[config.mk]
export PLATFORM = sky130hd
export DESIGN_NAME = msrv32_alu_arbiter
export DESIGN_NICKNAME = d
export VERILOG_FILES = /design/src/rtl/msrv32_alu_pkg.sv /design/src/rtl/msrv32_alu.sv /design/src/rtl/msrv32_rr_pick.sv /design/src/rtl/msrv32_alu_arbiter.sv
export SDC_FILE = /design/constraint.sdc
export NUM_CORES = 1
export LEC_CHECK = 0
export ABC_AREA = 1
export CAP_MARGIN = 20
export CELL_PAD_IN_SITES_DETAIL_PLACEMENT = 1
export CELL_PAD_IN_SITES_GLOBAL_PLACEMENT = 1
export CORE_AREA = 2 2 300 154
export DETAILED_ROUTE_END_ITERATION = 8
export DIE_AREA = 0 0 302 156
export PLACE_DENSITY_LB_ADDON = 0.1
export SETUP_SLACK_MARGIN = 0.15
export SLEW_MARGIN = 20
export SYNTH_ARGS = -nofsm -noshare
export SYNTH_HDL_FRONTEND = slang
export SYNTH_SLANG_ARGS = --single-unit
[constraint.sdc]
create_clock -name clk_in -period 6.9 [get_ports clk_in]
set_clock_uncertainty 0.05 [all_clocks]
set_input_delay 1.38 -clock clk_in [delete_from_list [all_inputs] [get_ports clk_in]]
set_output_delay 1.38 -clock clk_in [all_outputs]
set_load 0.005 [all_outputs]
[src/rtl/msrv32_alu_pkg.sv]
// msrv32_alu_pkg: shared definitions for the ALU and its arbiter.
//   ALU_WIDTH        - default datapath width
//   ALU_* constants  - 4-bit ALU opcode encodings
//   is_legal_opcode  - 1 for any of the ten implemented opcodes
package msrv32_alu_pkg;

  localparam int unsigned ALU_WIDTH = 32;

  localparam logic [3:0] ALU_ADD  = 4'b0000;
  localparam logic [3:0] ALU_SUB  = 4'b1000;
  localparam logic [3:0] ALU_SLT  = 4'b0010;
  localparam logic [3:0] ALU_SLTU = 4'b0011;
  localparam logic [3:0] ALU_AND  = 4'b0111;
  localparam logic [3:0] ALU_OR   = 4'b0110;
  localparam logic [3:0] ALU_XOR  = 4'b0100;
  localparam logic [3:0] ALU_SLL  = 4'b0001;
  localparam logic [3:0] ALU_SRL  = 4'b0101;
  localparam logic [3:0] ALU_SRA  = 4'b1101;

  function automatic logic is_legal_opcode(input logic [3:0] opc);
    logic legal;
    case (opc)
      ALU_ADD, ALU_SUB, ALU_SLT, ALU_SLTU, ALU_AND,
      ALU_OR, ALU_XOR, ALU_SLL, ALU_SRL, ALU_SRA: legal = 1'b1;
      default:                                    legal = 1'b0;
    endcase
    return legal;
  endfunction

endpackage

[src/rtl/msrv32_alu.sv]
// msrv32_alu: combinational integer ALU.
//   op_1_in, op_2_in - operands (WIDTH bits)
//   opcode_in        - 4-bit opcode from msrv32_alu_pkg
//   result_out       - result; 0 for unimplemented opcodes
// Shifts use op_2_in[4:0]; add/sub wrap modulo 2^WIDTH.
module msrv32_alu
  import msrv32_alu_pkg::*;
#(
  parameter int unsigned WIDTH = ALU_WIDTH
) (
  input  logic [WIDTH-1:0] op_1_in,
  input  logic [WIDTH-1:0] op_2_in,
  input  logic [3:0]       opcode_in,
  output logic [WIDTH-1:0] result_out
);

  logic [4:0] shamt;
  assign shamt = op_2_in[4:0];

  always_comb begin
    result_out = '0;
    case (opcode_in)
      ALU_ADD:  result_out = op_1_in + op_2_in;
      ALU_SUB:  result_out = op_1_in - op_2_in;
      ALU_SLT:  result_out = {{(WIDTH-1){1'b0}}, ($signed(op_1_in) < $signed(op_2_in))};
      ALU_SLTU: result_out = {{(WIDTH-1){1'b0}}, (op_1_in < op_2_in)};
      ALU_AND:  result_out = op_1_in & op_2_in;
      ALU_OR:   result_out = op_1_in | op_2_in;
      ALU_XOR:  result_out = op_1_in ^ op_2_in;
      ALU_SLL:  result_out = op_1_in << shamt;
      ALU_SRL:  result_out = op_1_in >> shamt;
      ALU_SRA:  result_out = $signed(op_1_in) >>> shamt;
      default:  result_out = '0;
    endcase
  end

endmodule

[src/rtl/msrv32_rr_pick.sv]
// msrv32_rr_pick: combinational round-robin winner selection.
//   req_in    - request vector (NUM_REQ bits)
//   ptr_in    - highest-priority index this cycle
//   grant_out - one-hot winner, '0 when nothing requests
//   idx_out   - index of the winner
//   any_out   - 1 when a winner exists
module msrv32_rr_pick #(
  parameter int unsigned NUM_REQ = 4,
  parameter int unsigned ID_W    = 3
) (
  input  logic [NUM_REQ-1:0] req_in,
  input  logic [ID_W-1:0]    ptr_in,
  output logic [NUM_REQ-1:0] grant_out,
  output logic [ID_W-1:0]    idx_out,
  output logic               any_out
);

  // First pass covers indices at or above the pointer, second pass the
  // wrapped-around lower indices; the first hit wins.
  always_comb begin
    grant_out = '0;
    idx_out   = '0;
    any_out   = 1'b0;
    for (int unsigned i = 0; i < NUM_REQ; i++) begin
      if (!any_out && req_in[i] && (i >= 32'(ptr_in))) begin
        any_out      = 1'b1;
        grant_out[i] = 1'b1;
        idx_out      = ID_W'(i);
      end
    end
    for (int unsigned i = 0; i < NUM_REQ; i++) begin
      if (!any_out && req_in[i]) begin
        any_out      = 1'b1;
        grant_out[i] = 1'b1;
        idx_out      = ID_W'(i);
      end
    end
  end

endmodule

[src/rtl/msrv32_alu_arbiter.sv]
// msrv32_alu_arbiter: shares one msrv32_alu between NUM_REQ requesters with
// a round-robin valid/ready arbiter and a two-stage pipeline
// (S1 operand register -> ALU -> S2 result register).
//   clk_in, rst_in     - clock, asynchronous active-high reset
//   req_valid_in       - per-requester valid
//   req_op1_in/op2_in  - packed operands, requester i at [i*WIDTH +: WIDTH]
//   req_opcode_in      - packed 4-bit opcodes, requester i at [i*4 +: 4]
//   req_ready_out      - one-hot grant (accept = valid & ready at clk edge)
//   rsp_valid_out      - result valid
//   rsp_id_out         - requester index owning the result
//   rsp_result_out     - ALU result (0 for unimplemented opcodes)
//   rsp_ready_in       - consumer accepts the result
// Optional build macro MSRV32_ALU_ARB_LOCK_EN adds req_lock_in: an accepted
// requester with its lock bit set keeps the round-robin pointer.
module msrv32_alu_arbiter
  import msrv32_alu_pkg::*;
#(
  parameter int unsigned WIDTH   = ALU_WIDTH,
  parameter int unsigned NUM_REQ = 4,
  parameter int unsigned ID_W    = 3
) (
  input  logic                       clk_in,
  input  logic                       rst_in,
  input  logic [NUM_REQ-1:0]         req_valid_in,
  input  logic [NUM_REQ*WIDTH-1:0]   req_op1_in,
  input  logic [NUM_REQ*WIDTH-1:0]   req_op2_in,
  input  logic [NUM_REQ*4-1:0]       req_opcode_in,
`ifdef MSRV32_ALU_ARB_LOCK_EN
  input  logic [NUM_REQ-1:0]         req_lock_in,
`endif
  output logic [NUM_REQ-1:0]         req_ready_out,
  output logic                       rsp_valid_out,
  output logic [ID_W-1:0]            rsp_id_out,
  output logic [WIDTH-1:0]           rsp_result_out,
  input  logic                       rsp_ready_in
);

  logic [ID_W-1:0]    rr_ptr;
  logic [ID_W-1:0]    ptr_nxt;
  logic [NUM_REQ-1:0] win_onehot;
  logic [ID_W-1:0]    win_idx;
  logic               win_any;
  logic               accept;

  logic               s1_v;
  logic [WIDTH-1:0]   s1_op1;
  logic [WIDTH-1:0]   s1_op2;
  logic [3:0]         s1_opc;
  logic [ID_W-1:0]    s1_id;

  logic               s2_v;
  logic [WIDTH-1:0]   s2_result;
  logic [ID_W-1:0]    s2_id;

  logic               s1_adv;
  logic               s2_adv;
  logic [WIDTH-1:0]   alu_result;

  logic [WIDTH-1:0]   op1_arr [NUM_REQ];
  logic [WIDTH-1:0]   op2_arr [NUM_REQ];
  logic [3:0]         opc_arr [NUM_REQ];
  logic [WIDTH-1:0]   sel_op1;
  logic [WIDTH-1:0]   sel_op2;
  logic [3:0]         sel_opc;

  for (genvar g = 0; g < NUM_REQ; g++) begin : g_unpack
    assign op1_arr[g] = req_op1_in[g*WIDTH +: WIDTH];
    assign op2_arr[g] = req_op2_in[g*WIDTH +: WIDTH];
    assign opc_arr[g] = req_opcode_in[g*4 +: 4];
  end

  msrv32_rr_pick #(
    .NUM_REQ (NUM_REQ),
    .ID_W    (ID_W)
  ) u_pick (
    .req_in    (req_valid_in),
    .ptr_in    (rr_ptr),
    .grant_out (win_onehot),
    .idx_out   (win_idx),
    .any_out   (win_any)
  );

  msrv32_alu #(
    .WIDTH (WIDTH)
  ) u_alu (
    .op_1_in    (s1_op1),
    .op_2_in    (s1_op2),
    .opcode_in  (s1_opc),
    .result_out (alu_result)
  );

  assign s2_adv = ~s2_v | rsp_ready_in;
  assign s1_adv = ~s1_v | s2_adv;

  // Grant is held low during reset so nothing is accepted into a stage
  // that is being cleared.
  assign req_ready_out = (s1_adv && !rst_in) ? win_onehot : '0;
  assign accept        = |req_ready_out;

  always_comb begin
    sel_op1 = '0;
    sel_op2 = '0;
    sel_opc = '0;
    for (int unsigned i = 0; i < NUM_REQ; i++) begin
      if (win_onehot[i]) begin
        sel_op1 = op1_arr[i];
        sel_op2 = op2_arr[i];
        sel_opc = opc_arr[i];
      end
    end
  end

  always_comb begin
    ptr_nxt = (win_idx == ID_W'(NUM_REQ-1)) ? '0 : win_idx + 1'b1;
`ifdef MSRV32_ALU_ARB_LOCK_EN
    if (|(req_lock_in & win_onehot)) begin
      ptr_nxt = win_idx;
    end
`endif
  end

  always_ff @(posedge clk_in or posedge rst_in) begin
    if (rst_in) begin
      rr_ptr    <= '0;
      s1_v      <= 1'b0;
      s1_op1    <= '0;
      s1_op2    <= '0;
      s1_opc    <= '0;
      s1_id     <= '0;
      s2_v      <= 1'b0;
      s2_result <= '0;
      s2_id     <= '0;
    end else begin
      if (s2_adv) begin
        s2_v      <= s1_v;
        s2_result <= is_legal_opcode(s1_opc) ? alu_result : '0;
        s2_id     <= s1_id;
      end
      if (s1_adv) begin
        s1_v   <= win_any;
        s1_op1 <= sel_op1;
        s1_op2 <= sel_op2;
        s1_opc <= sel_opc;
        s1_id  <= win_idx;
      end
      if (accept) begin
        rr_ptr <= ptr_nxt;
      end
    end
  end

  assign rsp_valid_out  = s2_v;
  assign rsp_id_out     = s2_id;
  assign rsp_result_out = s2_result;

endmodule

==> results of run 1 <==
-- worst reg2reg max path: stages (launching register included) --
cell and delay, ns:
dfrtp_1 0.66, inv_1 0.20, ha_1 0.18, inv_1 0.22
fa_1 0.59, nand2_1 0.12, nand3_1 0.21, nand2_1 0.17
nand2_1 0.24, nand2_1 0.17, nand2_1 0.13, o21ai_0 0.17
o21ai_0 0.11, o21ai_0 0.77, nand2_1 0.13
-- cells in the mapped netlist --
library cell     n
and2_1          10
ha_1            97
and3_1           4
o21ai_2          2
nor4_1           2
buf_2           56
nor2_4           1
clkinv_1         3
a21boi_0         2
nor3_2           1
o221ai_1         3
or2_2            1
a211oi_1         2
o21a_1           1
xor2_1           5
nor3_1          17
buf_1           16
buf_4            3
nand3b_1         5
dfrtp_1        108
o31ai_1          1
o21ai_0         64
nand2_2          1
nor2_2           5
fa_1             2
nand3_1        462
inv_1          403
clkbuf_1        70
o211ai_1        14
o21ai_1         55
nand3_2          2
o21bai_1         7
a31oi_1          3
nand2_1       1083
o2111ai_1        1
nor3b_1          2
a21oi_1        153
conb_1           1
o22ai_1         22
nand4_1        106
nor2_1         147
inv_2            8
-- layout by cell type, fill, tap and decap left out, types with 14 or more instances in the layout --
master | synthesis | layout
nand3_1 | 462 | 461
nand4_1 | 106 | 106
a21oi_1 | 153 | 153
nand2_1 | 1083 | 1082
nor3_1 | 17 | 17
dfrtp_1 | 108 | 106
nor2_1 | 147 | 147
ha_1 | 97 | 97
o22ai_1 | 22 | 22
o21ai_0 | 64 | 64
inv_1 | 403 | 402
o21ai_1 | 55 | 55
buf_4 | 3 | 32
o211ai_1 | 14 | 14
clkdlybuf4s50_1 | 0 | 317
-- cells by family (layout without fill, tap and decap cells) --
kind of cell	Yosys count	in the layout	synth area share, %
simple gates	1849	1849	49.9
buf+inv	559	779	13.7
compound gates	330	330	11.2
flops	108	108	17.0
fa+ha+maj	99	99	7.90
xor+xnor	5	5	0.276
other cells	1	1	0.0236
-- path summary, 6_finish.rpt --
path,to,slack (ns),depth (start not counted)
worst max-delay path,req_ready_out[2],1.53,11
worst max register to register,rsp_result_out[16]$_DFFE_PP0P_,2.61,14
max in group asynchronous,s1_op2[2]$_DFFE_PP0N_,4.38,3
worst min register to register,rsp_result_out[28]$_DFFE_PP0P_,0.44,2
worst min-delay path,rsp_result_out[28]$_DFFE_PP0P_,0.44,2
min in group asynchronous,s1_op2[11]$_DFFE_PP0N_,1.24,2
-- flip-flops by register name, indices dropped and copies added (netlist names) --
signal	flops
s1_opc	4
rr_ptr	2
rsp_result_out	32
rsp_valid_out	1
rsp_id_out	2
s1_id	2
s1_op1	32
s1_v	1
s1_op2	32
-- area by class of cell --
cell class | count | area, µm² | share of cell area (%)
multi-input combinational | 2284 | 11000 | 55.8
clock inverter | 7 | 91.3 | 0.462
clock buffer | 9 | 225 | 1.14
sequential | 108 | 2710 | 13.7
tap | 598 | 748 | 3.79
timing repair buffer | 349 | 3410 | 17.3
inverter | 414 | 1560 | 7.88
-- layer usage --
metal	part of all wire [%]	wire (µm)
met5	0.11	114
met4	2.5	2500
met3	15	15100
met2	37	36500
met1	46	45500
-- power groups by stage --
stage	Combinational (mW)	Sequential, mW	Clock [mW]
CTS	7.43	1.30	0.609
floorplan	4.49	1.05	0
detailed placement	7.40	1.31	0
global route	8.39	1.34	0.624
finish	7.88	1.34	0.602
global placement	7.20	1.29	0
-- metrics by stage --
stage	utilization, %	cell area (µm²)
3_5_place_dp	43.7	19400
3_3_place_gp	43.7	19400
5_1_grt	44.4	19800
4_1_cts	44.4	19800
2_1_floorplan	-	15900
6_report	44.4	19800
==> flow_summary.ini, run 1 <==
[clock_network]
clk-insertion-delay-late_ns = 0.40
post-cts-setup-buffers = 0
cts.sinks = 108
path_clk_slew_ns = 0.10
cts_tree = yes
cts_buffer_depth = 2
htreeDepth = 3
ctsResizeCount = 0
hold_buffers = 0
cts-buffers-inserted = 9
cts-root-buf = clkbuf_16

[grt]
gr-usage-met1_pct = 60.8
grt_use_total_pct = 41.8
antenna_found_initial = 6
grt_pass1_wl_um = 145000
grt_use_met2_pct = 54.9
overflow = 0
use_met3_pct = 18.8
grt_pass1_vias = 21793
grt_max_degree = 72
grt.busiest_layer = met1

[route]
remaining_drc_errors = 0
dr.pass1.iters = 6
final_antenna_net_count = 0
drt-vias-per-instance = 5.91
drtIter0Drc = 3008
vias = 22259
wire_per_inst_um = 26.5
wl_um = 99800

[setup_path]
path_buf_inv = 7
path_class = input port to primary output
crit_fanout = 37
critPathSlowestCell = clkdlybuf4s50_1
r2r_start = s1_op1[0]$_DFFE_PP0N_
critPathLaunchType = input port
crit_family = buffers and inverters
cp.arrival_ns = 3.94
cpPeakStageDelay_ns = 0.45
crit_chain = clkdlybuf4s50_1, nor2_2, buf_4, inv_2, nor2_4, inv_2, nand2_1, inv_1, nand2_1, clkinv_1, clkdlybuf4s50_1
crit_start = rsp_ready_in
worstPathRequired_ns = 5.47
worstSetupEndpointType = primary output

[floorplanning]
initial_core_util_pct = 35.6
io_pins = 319
fp.dieW_um = 302
coreArea_mm2 = 0.0445
fp.dieH_um = 156
dieArea_mm2 = 0.0471
row_count = 55

[sta]
tns_ns = 0
hold_viol_final = 0
tightest_slew_ns = 1.19
fin_crit_ns = 5.37
setup_viol = 0
max_freq_mhz = 186
hold_slack_ns = 0.441
maxSlewViolCount = 0
fin_crit_sh_pct = 77.8
slew_headroom_pct = 20.6
rsz0062_at_grt = false
fin_ws_ns = 1.53

[job]
maxCapViolations = 0

[pwr]
power.share.clock_pct = 6.1
p_total_mw = 9.81
leakage_nw = 10.2
internal-power_mw = 3.19
powerDensity_mw_per_mm2 = 497
swShare_pct = 67.5
p_sw_mw = 6.62
p_seq_share_pct = 13.6
p_comb_share_pct = 80.2
peakVddDrop_mv = 0.267

[synthesis]
ys_seq_area_share_pct = 17.0
syn-instance-count = 2951
syn_avg_cell_area_um2 = 5.38
syn_nets = 3329
ys_types = 42
netlist_area_mm2 = 0.0159
synth.top_cell.area_share_pct = 25.6
yosysTopAreaCell = nand2_1
yosysWarnings = 0
synthTopCellsByArea = nand2_1, dfrtp_1, nand3_1
ys_ff_latch = 108

[min_path]
min_from = rsp_result_out[28]$_DFFE_PP0P_
holdCritPathClass = register to register

[layout]
nets = 3544
drive_above_1_share_pct = 2.33
area.growth.synth_to_final_pct = 24.5
nFillCells = 6176
antenna_cells = 0
final_cell_count_no_fill = 3769

[place]
dp_cells = 3753
port_buffers = 317
dpl.hpwl_um = 82100
place_ws_ns = 1.60
gp_congestion = 1.10

[status]
outcome = complete, no violations
Power figures use the tool's default switching activity.
==> run 2: changes to the inputs <==
--- a/config.mk
+++ b/config.mk
@@ -9,9 +9,9 @@
 export CAP_MARGIN = 20
 export CELL_PAD_IN_SITES_DETAIL_PLACEMENT = 1
 export CELL_PAD_IN_SITES_GLOBAL_PLACEMENT = 1
-export CORE_AREA = 2 2 300 154
+export CORE_AREA = 2 2 318 163
 export DETAILED_ROUTE_END_ITERATION = 8
-export DIE_AREA = 0 0 302 156
+export DIE_AREA = 0 0 320 165
 export PLACE_DENSITY_LB_ADDON = 0.1
 export SETUP_SLACK_MARGIN = 0.15
 export SLEW_MARGIN = 20
==> constraint.sdc (replaced) <==
create_clock -name clk_in -period 4.3 [get_ports clk_in]
set_clock_uncertainty 0.05 [all_clocks]
set_input_delay 0.86 -clock clk_in [delete_from_list [all_inputs] [get_ports clk_in]]
set_output_delay 0.86 -clock clk_in [all_outputs]
set_load 0.005 [all_outputs]
==> run 2 against run 1 <==
Net effect:
- wire length down 11%
- global-route usage down 8.8 points
- register-to-register slack worse by 1.8 ns
- via count down 5.1%
- total power up 50%
- highest routed layer unchanged
- hold slack worse by 0.0065 ns
- clock power up 51%
- critical endpoint unchanged
- utilization down 4.2 points
==> flow_summary.ini, run 2 (synthesis gave the netlist of run 1 again) <==
[status]
outcome = complete, no violations

[min_path]
min_path_cells = 2
min_from = rsp_result_out[28]$_DFFE_PP0P_
hold-path-endpoint = rsp_result_out[28]$_DFFE_PP0P_
holdCritPathClass = register to register

[route]
final_antenna_net_count = 0
dr.pass1.iters = 6
remaining_drc_errors = 0
wl_um = 88500
drt-vias-per-instance = 5.48
drtIter0Drc = 2171
vias = 21131
wire_per_inst_um = 23.0

[setup_path]
crit_fanout = 3
worstRegToRegCells = 14
r2r_start = s1_op1[0]$_DFFE_PP0N_
r2r_slack_ns = 0.81
path_class = input port to primary output
path_buf_inv = 3
crit_chain = clkdlybuf4s50_1, nand3_2, o21ai_1, nor2_1, nand2_1, nor2_2, nand3_1, o21ai_4, nand2_1, clkinv_1, clkdlybuf4s50_1
crit_family = buffers and inverters
r2r_end = rsp_result_out[16]$_DFFE_PP0P_
cpPeakStageDelay_ns = 0.49
worstSetupEndpointType = primary output
cp.arrival_ns = 2.90
worstPathRequired_ns = 3.39
critPathSlowestCell = clkdlybuf4s50_1
critPathLaunchType = input port

[pwr]
swShare_pct = 64.5
p_seq_share_pct = 14.1
peakVddDrop_mv = 0.642
p_sw_mw = 9.49
p_total_mw = 14.7
p_comb_share_pct = 79.8
leakage_nw = 10.3
powerDensity_mw_per_mm2 = 736
internal-power_mw = 5.23
power.share.clock_pct = 6.2

[grt]
grt_use_total_pct = 33.1
grt_max_degree = 72
grt_pass1_vias = 20490
antenna_found_initial = 4
grt_pass1_wl_um = 130000
overflow = 0

[place]
port_buffers = 317
dpl.hpwl_um = 73100
gp_congestion = 1.00

[clock_network]
cts_buffer_depth = 2
cts-root-buf = clkbuf_16
post-cts-setup-buffers = 0
htreeDepth = 3
clk-insertion-delay-late_ns = 0.39
ctsResizeCount = 0
cts-buffers-inserted = 9
cts_tree = yes
cts.sinks = 108
hold_buffers = 0
path_clk_slew_ns = 0.08

[sta]
slew_headroom_pct = 32.4
rsz0062_at_grt = false
fin_crit_ns = 3.81
maxSlewViolCount = 0
tns_ns = 0
max_freq_mhz = 263
hold_viol_final = 0
tightest_slew_ns = 1.01
setup_viol = 0
fin_crit_sh_pct = 88.5

[layout]
layout_commonest_cell = nand2_1
nets = 3567
antenna_cells = 0
area.growth.synth_to_final_pct = 26.0
drive_above_1_share_pct = 3.10
final_cell_mix = nand2_1, nand3_1, inv_1

[floorplanning]
row_count = 58
coreArea_mm2 = 0.0498
dieArea_mm2 = 0.0528
initial_core_util_pct = 31.9
fp.dieW_um = 320
fp.dieH_um = 165
io_pins = 319

[job]
maxCapViolations = 0
## run 2: cell types whose count changed in the layout (fill, tap and decap cells not counted), sizes merged
cell / change
clkinv: -3
clkinvlp: +2
buf: +23
clkbuf: +1
## run 2: stage by stage
stage / setup slack [ns] / instance area [µm²] / cells / utilization, % / hold WS [ns]
detailed placement: 0.494 / 19700 / 3838 / 39.6 / 0.419
CTS: 0.480 / 20000 / 3854 / 40.2 / 0.440
floorplan: 0.387 / 15900 / 2951 / - / 0.383
global placement: 0.522 / 19700 / 3838 / 39.6 / 0.414
global route: 0.299 / 20000 / 3854 / 40.2 / 0.455
finish: 0.494 / 20000 / 3854 / 40.2 / 0.434
## run 2: metal layers
layer | vias to the layer above | global-route usage (%) | share of wire (%)
met5 | - | 0 | 0.031
met3 | 60 | 9.52 | 11
met4 | 4 | 5.53 | 1.3
met1 | 10311 | 48.4 | 47
li1 | 9953 | - | -
met2 | 803 | 48.2 | 40
## run 2: worst max path at each step
stage,end,from,cells after the start,slack [ns]
after floorplan,req_ready_out[2],rst_in,5,0.39
after global placement,req_ready_out[2],req_valid_in[0],11,0.52
after detailed placement,req_ready_out[2],req_valid_in[0],11,0.49
after CTS,req_ready_out[2],req_valid_in[0],11,0.48
after global routing,req_ready_out[1],req_valid_in[0],11,0.30
final,req_ready_out[2],req_valid_in[0],11,0.49
## run 2: power by group through the flow
stage / logic [mW] / clock network, mW / registers (mW)
floorplan: 7.21 / 0 / 1.69
global placement: 11.3 / 0 / 2.01
global route: 12.9 / 0.961 / 2.08
detailed placement: 11.4 / 0 / 2.02
CTS: 11.5 / 0.927 / 2.00
finish: 11.7 / 0.909 / 2.07
## run 2: tightest hold or removal path: cells and delay by family, from the launching register on
family	cells	cell delay, ns
DFF	1	0.35
and+or+nand+nor	2	0.11
## run 2: area by class of cell
| class | instances | area (µm²) |
|---|---|---|
| Tap cell | 660 | 826 |
| Timing Repair Buffer | 372 | 3590 |
| Sequential cell | 108 | 2710 |
| Clock buffer | 10 | 239 |
| Fill cell | 6942 | 29800 |
| Multi-Input combinational cell | 2284 | 11000 |
| Inverter | 414 | 1560 |
| Clock inverter | 6 | 63.8 |
==> run 3: changes to the inputs <==
==> constraint.sdc (replaced) <==
create_clock -name clk_in -period 4.3 [get_ports clk_in]
set_clock_uncertainty 0.05 [all_clocks]
set_input_delay 0.645 -clock clk_in [delete_from_list [all_inputs] [get_ports clk_in]]
set_output_delay 0.645 -clock clk_in [all_outputs]
set_load 0.005 [all_outputs]
==> run 3 against run 2 <==
Net effect:
- sequential share of layout area barely moved
- maximum frequency rose by 9.9%
- wire length rose by 2.9%
- non-clock buffer count rose by 4
- hold slack got worse by 0.0020 ns
- flip-flop and latch count did not move
- combinational power barely moved
- die area did not move
- setup slack improved by 0.34 ns
==> flow_summary.ini, run 3 (synthesis gave the netlist of run 1 again) <==
[status]
outcome = complete, no violations

[sta]
fin_crit_ns = 3.46
setup_viol = 0
tns_ns = 0
max_freq_mhz = 289
slew_headroom_pct = 29.3
fin_crit_sh_pct = 80.5
maxSlewViolCount = 0
hold_viol_final = 0
rsz0062_at_grt = false
tightest_slew_ns = 1.06

[route]
final_antenna_net_count = 0
wl_um = 91100
wire_per_inst_um = 23.6
remaining_drc_errors = 0
drt-vias-per-instance = 5.56
vias = 21450
drtIter0Drc = 2202
dr.pass1.iters = 5

[clock_network]
path_clk_slew_ns = 0.08
cts-buffers-inserted = 9
clk-insertion-delay-late_ns = 0.40
cts.sinks = 108
cts-root-buf = clkbuf_16
post-cts-setup-buffers = 0
cts_buffer_depth = 2
hold_buffers = 0
cts_tree = yes
ctsResizeCount = 0
htreeDepth = 3

[floorplanning]
io_pins = 319
fp.dieH_um = 165
initial_core_util_pct = 31.9
coreArea_mm2 = 0.0498
fp.dieW_um = 320
row_count = 58
dieArea_mm2 = 0.0528

[grt]
grt_max_degree = 72
overflow = 0
grt_pass1_wl_um = 133000
grt_pass1_vias = 20727
antenna_found_initial = 3
grt_use_total_pct = 34.1

[setup_path]
worstSetupEndpointType = primary output
worstPathRequired_ns = 3.61
critPathLaunchType = input port
cp.arrival_ns = 2.77
path_class = input port to primary output
crit_fanout = 3

[layout]
postLayoutCoreUtil_pct = 40.2
antenna_cells = 0
final_cell_mix = nand2_1, nand3_1, inv_1
nFillCells = 6959
final_cell_count_no_fill = 3857
area.growth.synth_to_final_pct = 26.2
drive_above_1_share_pct = 3.19
nets = 3571
fin_area_mm2 = 0.0200
layout_commonest_cell = nand2_1

[place]
gp_congestion = 0.997
placed_cell_area_mm2 = 0.0197
dp_cells = 3842
dpl.hpwl_um = 74500
port_buffers = 317

[min_path]
holdCritPathClass = register to register

[job]
maxCapViolations = 0

[pwr]
peakVddDrop_mv = 0.272
p_total_mw = 14.9
powerDensity_mw_per_mm2 = 741
leakage_nw = 10.3
-- run 3: layer usage --
metal,global-route usage (%),share of wire (%),vias up
li1,-,-,9966
met1,50.6,48,10531
met2,50.1,40,867
met3,7.23,9.7,84
met4,6.91,1.8,2
met5,0,0.013,-
-- run 3: stage by stage --
stage | setup WS [ns] | hold WS [ns]
CTS | 0.835 | 0.436
global route | 0.642 | 0.452
floorplan | 0.817 | 0.383
global placement | 0.816 | 0.413
detailed placement | 0.698 | 0.415
finish | 0.838 | 0.432
-- run 3: cell type report --
class | count | area [µm²] | share of cell area (%)
clock inverters | 6 | 83.8 | 0.418
well taps | 660 | 826 | 4.12
clock buffers | 9 | 225 | 1.12
repair buffers | 376 | 3620 | 18.0
multi-input cells | 2284 | 11000 | 55.0
flip-flops and latches | 108 | 2710 | 13.5
inverters | 414 | 1560 | 7.77
-- run 3: final timing paths --
path | start | end | slack, ns | cells past startpoint
max in group asynchronous | rst_in | s1_op2[2]$_DFFE_PP0N_ | 2.06 | 4
hold reg to reg | rsp_result_out[1]$_DFFE_PP0P_ | rsp_result_out[1]$_DFFE_PP0P_ | 0.43 | 2
setup reg to reg | s1_op1[15]$_DFFE_PP0N_ | rsp_result_out[17]$_DFFE_PP0P_ | 0.89 | 13
min in group asynchronous | rst_in | s1_op2[23]$_DFFE_PP0N_ | 0.79 | 3
hold / removal | rsp_result_out[1]$_DFFE_PP0P_ | rsp_result_out[1]$_DFFE_PP0P_ | 0.43 | 2
setup / recovery | req_valid_in[0] | req_ready_out[2] | 0.84 | 11
-- run 3: critical path, stage by stage --
cell and delay [ns]:
clkdlybuf4s50_1 0.49, nand3_2 0.15, o21ai_1 0.14, nor2_1 0.17, nand2_1 0.14, nor2_2 0.15
nand3_1 0.14, o21ai_4 0.09, nand2_1 0.09, clkinv_1 0.06, clkdlybuf4s50_1 0.49
-- run 3: power by group --
part / switching (mW) / internal (mW)
Clock: 0.500 / 0.464
Sequential: 0.659 / 1.38
Combinational: 8.41 / 3.44
Total: 9.57 / 5.28
